===== src/rtl/imm_arith_sequencer_pkg.sv =====
// Shared types and constants for the LEGv8 I-type arithmetic sequencer.
// Holds state encodings, control-word layout and opcode constants.
package imm_arith_sequencer_pkg;

    typedef enum logic [1:0] {
        S_IDLE   = 2'b00,
        S_EXEC   = 2'b01,
        S_WB     = 2'b10,
        S_UNUSED = 2'b11
    } state_e;

    localparam int CW_WIDTH = 29;

    localparam int CW_PSEL_OFF  = 27;
    localparam int CW_PSEL_W    = 2;
    localparam int CW_DA_OFF    = 22;
    localparam int CW_DA_W      = 5;
    localparam int CW_SA_OFF    = 17;
    localparam int CW_SA_W      = 5;
    localparam int CW_SB_OFF    = 12;
    localparam int CW_SB_W      = 5;
    localparam int CW_FSEL_OFF  = 7;
    localparam int CW_FSEL_W    = 5;
    localparam int CW_REGW_OFF  = 6;
    localparam int CW_RAMW_OFF  = 5;
    localparam int CW_DSEL_OFF  = 3;
    localparam int CW_DSEL_W    = 2;
    localparam int CW_BSEL_OFF  = 2;
    localparam int CW_PCSEL_OFF = 1;
    localparam int CW_SL_OFF    = 0;

    localparam logic [3:0] FSEL_ADD      = 4'b0100;
    localparam logic [1:0] DSEL_ALU      = 2'b01;
    localparam logic [1:0] PSEL_INC      = 2'b01;
    localparam logic [1:0] PSEL_HOLD     = 2'b00;
    localparam logic [5:0] OPC_IMM_ARITH = 6'b100010;

    typedef struct packed {
        logic [1:0] psel;
        logic [4:0] da;
        logic [4:0] sa;
        logic [4:0] sb;
        logic [4:0] fsel;
        logic       regw;
        logic       ramw;
        logic [1:0] dsel;
        logic       bsel;
        logic       pcsel;
        logic       sl;
    } cw_t;

endpackage


===== src/rtl/imm_arith_sequencer_cw_builder.sv =====
// Control-word builder for I-type arithmetic sequencing.
// Pure function of latched instruction, state and illegal flag.
module imm_arith_cw_builder
    import imm_arith_sequencer_pkg::*;
(
    input  logic [31:0]         instr_i,
    input  state_e              state_i,
    input  logic                illegal_i,
    output logic [CW_WIDTH-1:0] cw_o
);

    cw_t cw;

    // Fields this builder does not decode.
    logic unused_bits;
    assign unused_bits = ^{instr_i[31], instr_i[28:10]};

    // Map state to the datapath fields; illegal keeps only PC advance.
    always_comb begin
        cw = '0;
        case (state_i)
            S_EXEC: begin
                if (!illegal_i) begin
                    cw.psel = PSEL_HOLD;
                    cw.da   = instr_i[4:0];
                    cw.sa   = instr_i[9:5];
                    cw.fsel = {FSEL_ADD, instr_i[30]};
                    cw.dsel = DSEL_ALU;
                    cw.bsel = 1'b1;
                end
            end
            S_WB: begin
                cw.psel = PSEL_INC;
                if (!illegal_i) begin
                    cw.da   = instr_i[4:0];
                    cw.sa   = instr_i[9:5];
                    cw.fsel = {FSEL_ADD, instr_i[30]};
                    cw.dsel = DSEL_ALU;
                    cw.bsel = 1'b1;
                    cw.regw = 1'b1;
                    cw.sl   = instr_i[29];
                end
            end
            default: cw = '0;
        endcase
    end

    assign cw_o = cw;

endmodule


===== src/rtl/imm_arith_sequencer.sv =====
// Multi-cycle sequencer for LEGv8 ADD/ADDS/SUB/SUBS immediate.
// Latches one instruction, walks IDLE-EXEC-WB, emits control words.
module imm_arith_sequencer
    import imm_arith_sequencer_pkg::*;
#(
    parameter int DATA_WIDTH     = 64,
    parameter int IMM_WIDTH      = 12,
    parameter int ENABLE_SHIFT12 = 1
) (
    input  logic                  clock,
    input  logic                  reset,
    input  logic                  instr_valid,
    output logic                  instr_ready,
    input  logic [31:0]           instruction,
    input  logic                  stall,
    output logic [CW_WIDTH-1:0]   control_word,
    output logic [DATA_WIDTH-1:0] k_out,
    output logic [1:0]            state,
    output logic                  busy,
    output logic                  illegal
);

    state_e                state_q;
    logic [31:0]           instr_q;
    logic                  illegal_q;
    logic [DATA_WIDTH-1:0] k_q;

    logic                  legal_d;
    logic [DATA_WIDTH-1:0] k_ext;
    logic [DATA_WIDTH-1:0] k_d;

    // Decode legality and form K from the incoming word at accept.
    always_comb begin
        legal_d = (instruction[28:23] == OPC_IMM_ARITH) &&
                  (!instruction[22] || (ENABLE_SHIFT12 != 0));
        k_ext   = {{(DATA_WIDTH-IMM_WIDTH){1'b0}},
                   instruction[10 +: IMM_WIDTH]};
        k_d     = '0;
        if (legal_d)
            k_d = instruction[22] ? (k_ext << 12) : k_ext;
    end

    // Sequencer state, latched instruction, K and illegal flag.
    always_ff @(posedge clock or negedge reset) begin
        if (!reset) begin
            state_q   <= S_IDLE;
            instr_q   <= '0;
            illegal_q <= 1'b0;
            k_q       <= '0;
        end else begin
            unique case (state_q)
                S_IDLE: begin
                    if (instr_valid) begin
                        instr_q   <= instruction;
                        illegal_q <= !legal_d;
                        k_q       <= k_d;
                        state_q   <= S_EXEC;
                    end
                end
                S_EXEC:   if (!stall) state_q <= S_WB;
                S_WB:     if (!stall) state_q <= S_IDLE;
                S_UNUSED: state_q <= S_IDLE;
            endcase
        end
    end

    imm_arith_cw_builder u_cw (
        .instr_i   (instr_q),
        .state_i   (state_q),
        .illegal_i (illegal_q),
        .cw_o      (control_word)
    );

    assign instr_ready = (state_q == S_IDLE);
    assign busy        = (state_q != S_IDLE);
    assign state       = state_q;
    assign illegal     = illegal_q;
    assign k_out       = k_q;

endmodule


===== config.mk =====
export PLATFORM = sky130hd
export DESIGN_NAME = imm_arith_sequencer
export DESIGN_NICKNAME = d
export VERILOG_FILES = /design/src/rtl/imm_arith_sequencer_pkg.sv /design/src/rtl/imm_arith_sequencer_cw_builder.sv /design/src/rtl/imm_arith_sequencer.sv
export SDC_FILE = /design/constraint.sdc
export NUM_CORES = 1
export LEC_CHECK = 0
export CORE_UTILIZATION = 38
export CTS_BUF_LIST = sky130_fd_sc_hd__clkbuf_4
export CTS_CLUSTER_DIAMETER = 150
export DETAILED_ROUTE_END_ITERATION = 8
export PLACE_DENSITY = 0.91
export SLEW_MARGIN = 20
export SYNTH_ARGS = -nofsm -noshare
export SYNTH_HDL_FRONTEND = slang
export SYNTH_SLANG_ARGS = --single-unit

===== constraint.sdc =====
create_clock -name clock -period 2.1 [get_ports clock]
set_input_delay 0.42 -clock clock [delete_from_list [all_inputs] [get_ports clock]]
set_output_delay 0.42 -clock clock [all_outputs]
set_load 0.05 [all_outputs]

==> qor_table.md <==
| Step | Metric | Value |
|:---|:---|:---|
| status | Status | complete, no violations |
| placed design | Post-Place Cell Area | 0.00301 sq mm |
| die | Overall die height | 76.9 um |
| finish | Non-filler cells in the finished layout | 398 |
| power and ir drop | Maximum vdd ir drop | 0.678 mV |
| synthesis | Synth Warn # | 0 |
| job | Max-capacitance violation count | 0 |
| power and ir drop | Switching Share | 42.6% |
| global route | Global-route wire length before repair | 8540 um |
| clock network | H-Tree Level Count | 2 |
| power and ir drop | Tot Pwr | 2.97 mW |
| clock network | Clock latency at the later pin of the worst-skew pair | 0.33 ns |
| placed design | DP Cell Count | 386 |
| synthesis | Syn_area_per_cell | 8.93 sq um |
| timing | Hold WS | 0.179 ns |
| worst setup path | Type of destination of the critical path | primary output |
| power and ir drop | Share of total power in sequential cells | 33.0% |
| drt | Post-route antenna net violation count | 0 |
| global route | Pin count of the biggest net entering global routing | 40 |
| synthesis | Synth Area in Simple Gates | 19.7% |
| finish | Fill cells | 422 |
| global route | Most used routing layer in global routing | met2 |
| placed design | PortBufs | 80 |
| worst hold path | Hold Crit Class | input port to async pin |
| drt | Number of iterations in the first detailed-routing pass | 4 |
| die | # IOs | 134 |
| clock network | Clock tree from TritonCTS | built |
| worst setup path | Highest fanout seen on the critical path | 5 |
| clock network | Inserted Clock Buffers | 5 |
| worst setup path | Slack of the worst reg-to-reg path | 0.39 ns |
| placed design | HPWL after DPL | 3740 um |
| synthesis | Largest family of logic cells by synthesized area | buffers and inverters |
| global route | Global-route met2 utilization | 33.4% |
| global route | Met1 demand-to-capacity share in global routing | 21.5% |
| die | Initial cell density of the core | 40.5% |
| timing | FMAX | 480 MHz |
| worst setup path | Reg-to-reg critical path endpoint | state[1] |
| worst setup path | Data arrival time of the critical path | 1.66 ns |
| global route | Number of global-route vias before repair | 1755 |
| worst setup path | Startpoint Class | flip-flop |
| finish | Layout cell share with drive strength beyond 1 | 23.5% |
| drt | Remaining routing DRC violations | 0 |
| timing | Post-route fraction of the period consumed by the critical path | 99.2% |
| drt | Detailed-route wire length | 5350 um |
| global route | Met3 Resource Use GR | 4.40% |
| placed design | RD Place Congestion | 0.790 |
| drt | WL per Instance | 13.4 um |
| finish | Total Nets Final | 368 |
| timing | Actual transition at the worst max-transition pin | 0.868 ns |
| finish | Final design area excluding fillers | 0.00325 sq mm |
| synthesis | Synthesized netlist cell count | 239 |
| finish | Commonest cells after routing, fill and taps aside | nand2_1 (73), clkdlybuf4s50_1 (57), conb_1 (52), dfrtp_1 (37), buf_12 (16) |
| clock network | Cell at the root of the clock tree | clkbuf_4 |
| timing | Final Critical Period | 2.08 ns |
| drt | Initial detailed-routing violation count | 65 |
| power and ir drop | Combinational share of power | 46.0% |
| global route | Overall overflow remaining after global route | 0 |
| timing | Total of endpoints with negative setup slack in the final report | 0 |
| synthesis | Post-synthesis adder-cell area fraction | 2.93% |
| clock network | Clock sink count | 39 |
| clock network | Clk pin slew, worst setup/hold paths | 0.11 ns |
| finish | Most common cell after layout, fill and taps aside | nand2_1 |
| synthesis | Mapped cell area | 0.00213 sq mm |
| die | Site row count | 26 |
| worst setup path | Number of cell instances on the worst register-to-register path | 5 |
| worst setup path | Critical register-to-register path startpoint | state[0] |
| timing | Final Hold Violating Endpoints | 0 |
| timing | RSZ-0062 raised after global routing | yes |
| worst setup path | Setup Crit Path Kind | flip-flop to primary output |
| power and ir drop | Clock power frac | 21.0% |
| synthesis | Yosys cell types | 21 |
| worst setup path | Worst EP required | 1.68 ns |
| global route | All-layer global routing usage | 18.3% |
| die | Die Wd | 76.9 um |
| synthesis | Sequential fraction of the synthesis area | 45.7% |
| timing | Setup clock skew after layout | 0.00726 ns |
| power and ir drop | Power density over cell area | 913 mW/mm^2 |
| synthesis | Synthesis-stage register bit count | 39 |
| finish | Area added between synthesis and finish | 52.3% |
| drt | DR vias/cell | 4.45 |
| timing | Final Slew Violations | 0 |
| timing | Sum Neg Setup Slack | 0 ns |
| global route | Antenna violations before repair | 0 |
| timing | Max-Slew Margin vs Limit | 42.1% |
| power and ir drop | Leak pwr | 1.51 nW |
| die | CORE AREA | 0.00527 sq mm |
| synthesis | Proportion of synthesized area in mux cells | 0.528% |
| clock network | Worst-case clock buffer depth | 2 |
| finish | Antenna Diode Count | 0 |
| synthesis | Compound-gate portion of the synthesized area | 8.80% |
| synthesis | Area share of xor/xnor cells in the synthesized design | 0% |
| power and ir drop | Reported net switching power | 1.26 mW |
| power and ir drop | Internal Pwr Total | 1.70 mW |
| die | Full die area | 0.00592 sq mm |
| drt | Vias after detailed routing | 1772 |
## cells by family after synthesis
kind of cell,Yosys count
and+or+nand+nor,96
buffers and inverters,67
DFF,39
AOI/OAI and AO/OA,30
adders and majority gates,5
muxes,1
other,1
## sequential cells by signal (all words and copies together) (netlist names)
signal / count
k_out: 24
illegal: 1
instr_q: 12
state: 2
## per-layer routing
layer / vias up / share of wire [%]
met5: - / 0
met4: 0 / 0.86
met3: 10 / 6.9
met2: 96 / 53
met1: 843 / 39
li1: 823 / -
## worst max-delay path: stages, from the launching register on
cell     delay (ns)
dfrtp_2        0.45
buf_4          0.17
ha_4           0.17
nor2_4         0.15
nor2_4         0.08
and2_4         0.17
buf_12         0.14
## per-stage QoR
stage          setup slack, ns  util, %
2_1_floorplan          -0.0691        -
3_3_place_gp            0.0531     57.1
3_5_place_dp           -0.0398     57.1
4_1_cts                -0.0294     61.0
5_1_grt                -0.0627     61.7
6_report                0.0175     61.7
## worst max path at each step
stage / from / to / slack (ns)
3_3_place_gp: state[1] / control_word[7] / 0.05
3_5_place_dp: state[1] / control_word[17] / -0.04
5_1_grt: state[1] / control_word[23] / -0.06
6_report: state[1] / control_word[23] / 0.02
2_1_floorplan: state[0] / control_word[3] / -0.07
4_1_cts: state[0] / control_word[17] / -0.03
## layout make-up
cell class / instances / area, sq um / share of cell area (%)
inverters: 6 / 25.0 / 0.770
multi-input cells: 185 / 1020 / 31.5
clock inverters: 2 / 60.1 / 1.85
well taps: 70 / 87.6 / 2.70
repair buffers: 90 / 1030 / 31.7
flip-flops and latches: 39 / 978 / 30.1
clock buffers: 6 / 45.0 / 1.39
## timing repair
item	4_1_cts	5_1_grt
gates cloned	1	0
resized for setup	27	9
hold buffers	0	0
pin swaps	5	7
setup endpoints to repair	14	16
buffers inserted	2	1
## cell usage after synthesis (all sizes together)
master	count	area share, %
a21oi	2	0.47
a41oi	1	0.41
and2	12	3.5
buf	58	21
clkbuf	3	0.53
conb	1	0.18
dfrtp	39	46
ha	5	2.9
inv	6	1.1
mux2	1	0.53
nand2	73	13
nand2b	1	0.29
nand4	2	0.59
nor2	6	1.1
nor2b	1	0.29
nor4b	1	1.1
o21ai	27	7.9
## power groups by stage
stage	Sequential (mW)	Clock, mW	Combinational, mW
final	0.979	0.624	1.36
after global placement	0.974	0	1.10
after detailed placement	0.987	0	1.13
after floorplan	1.05	0	0.816
after global routing	0.991	0.685	1.47
after CTS	0.964	0.648	1.30
(Power assumes the default switching activity.)
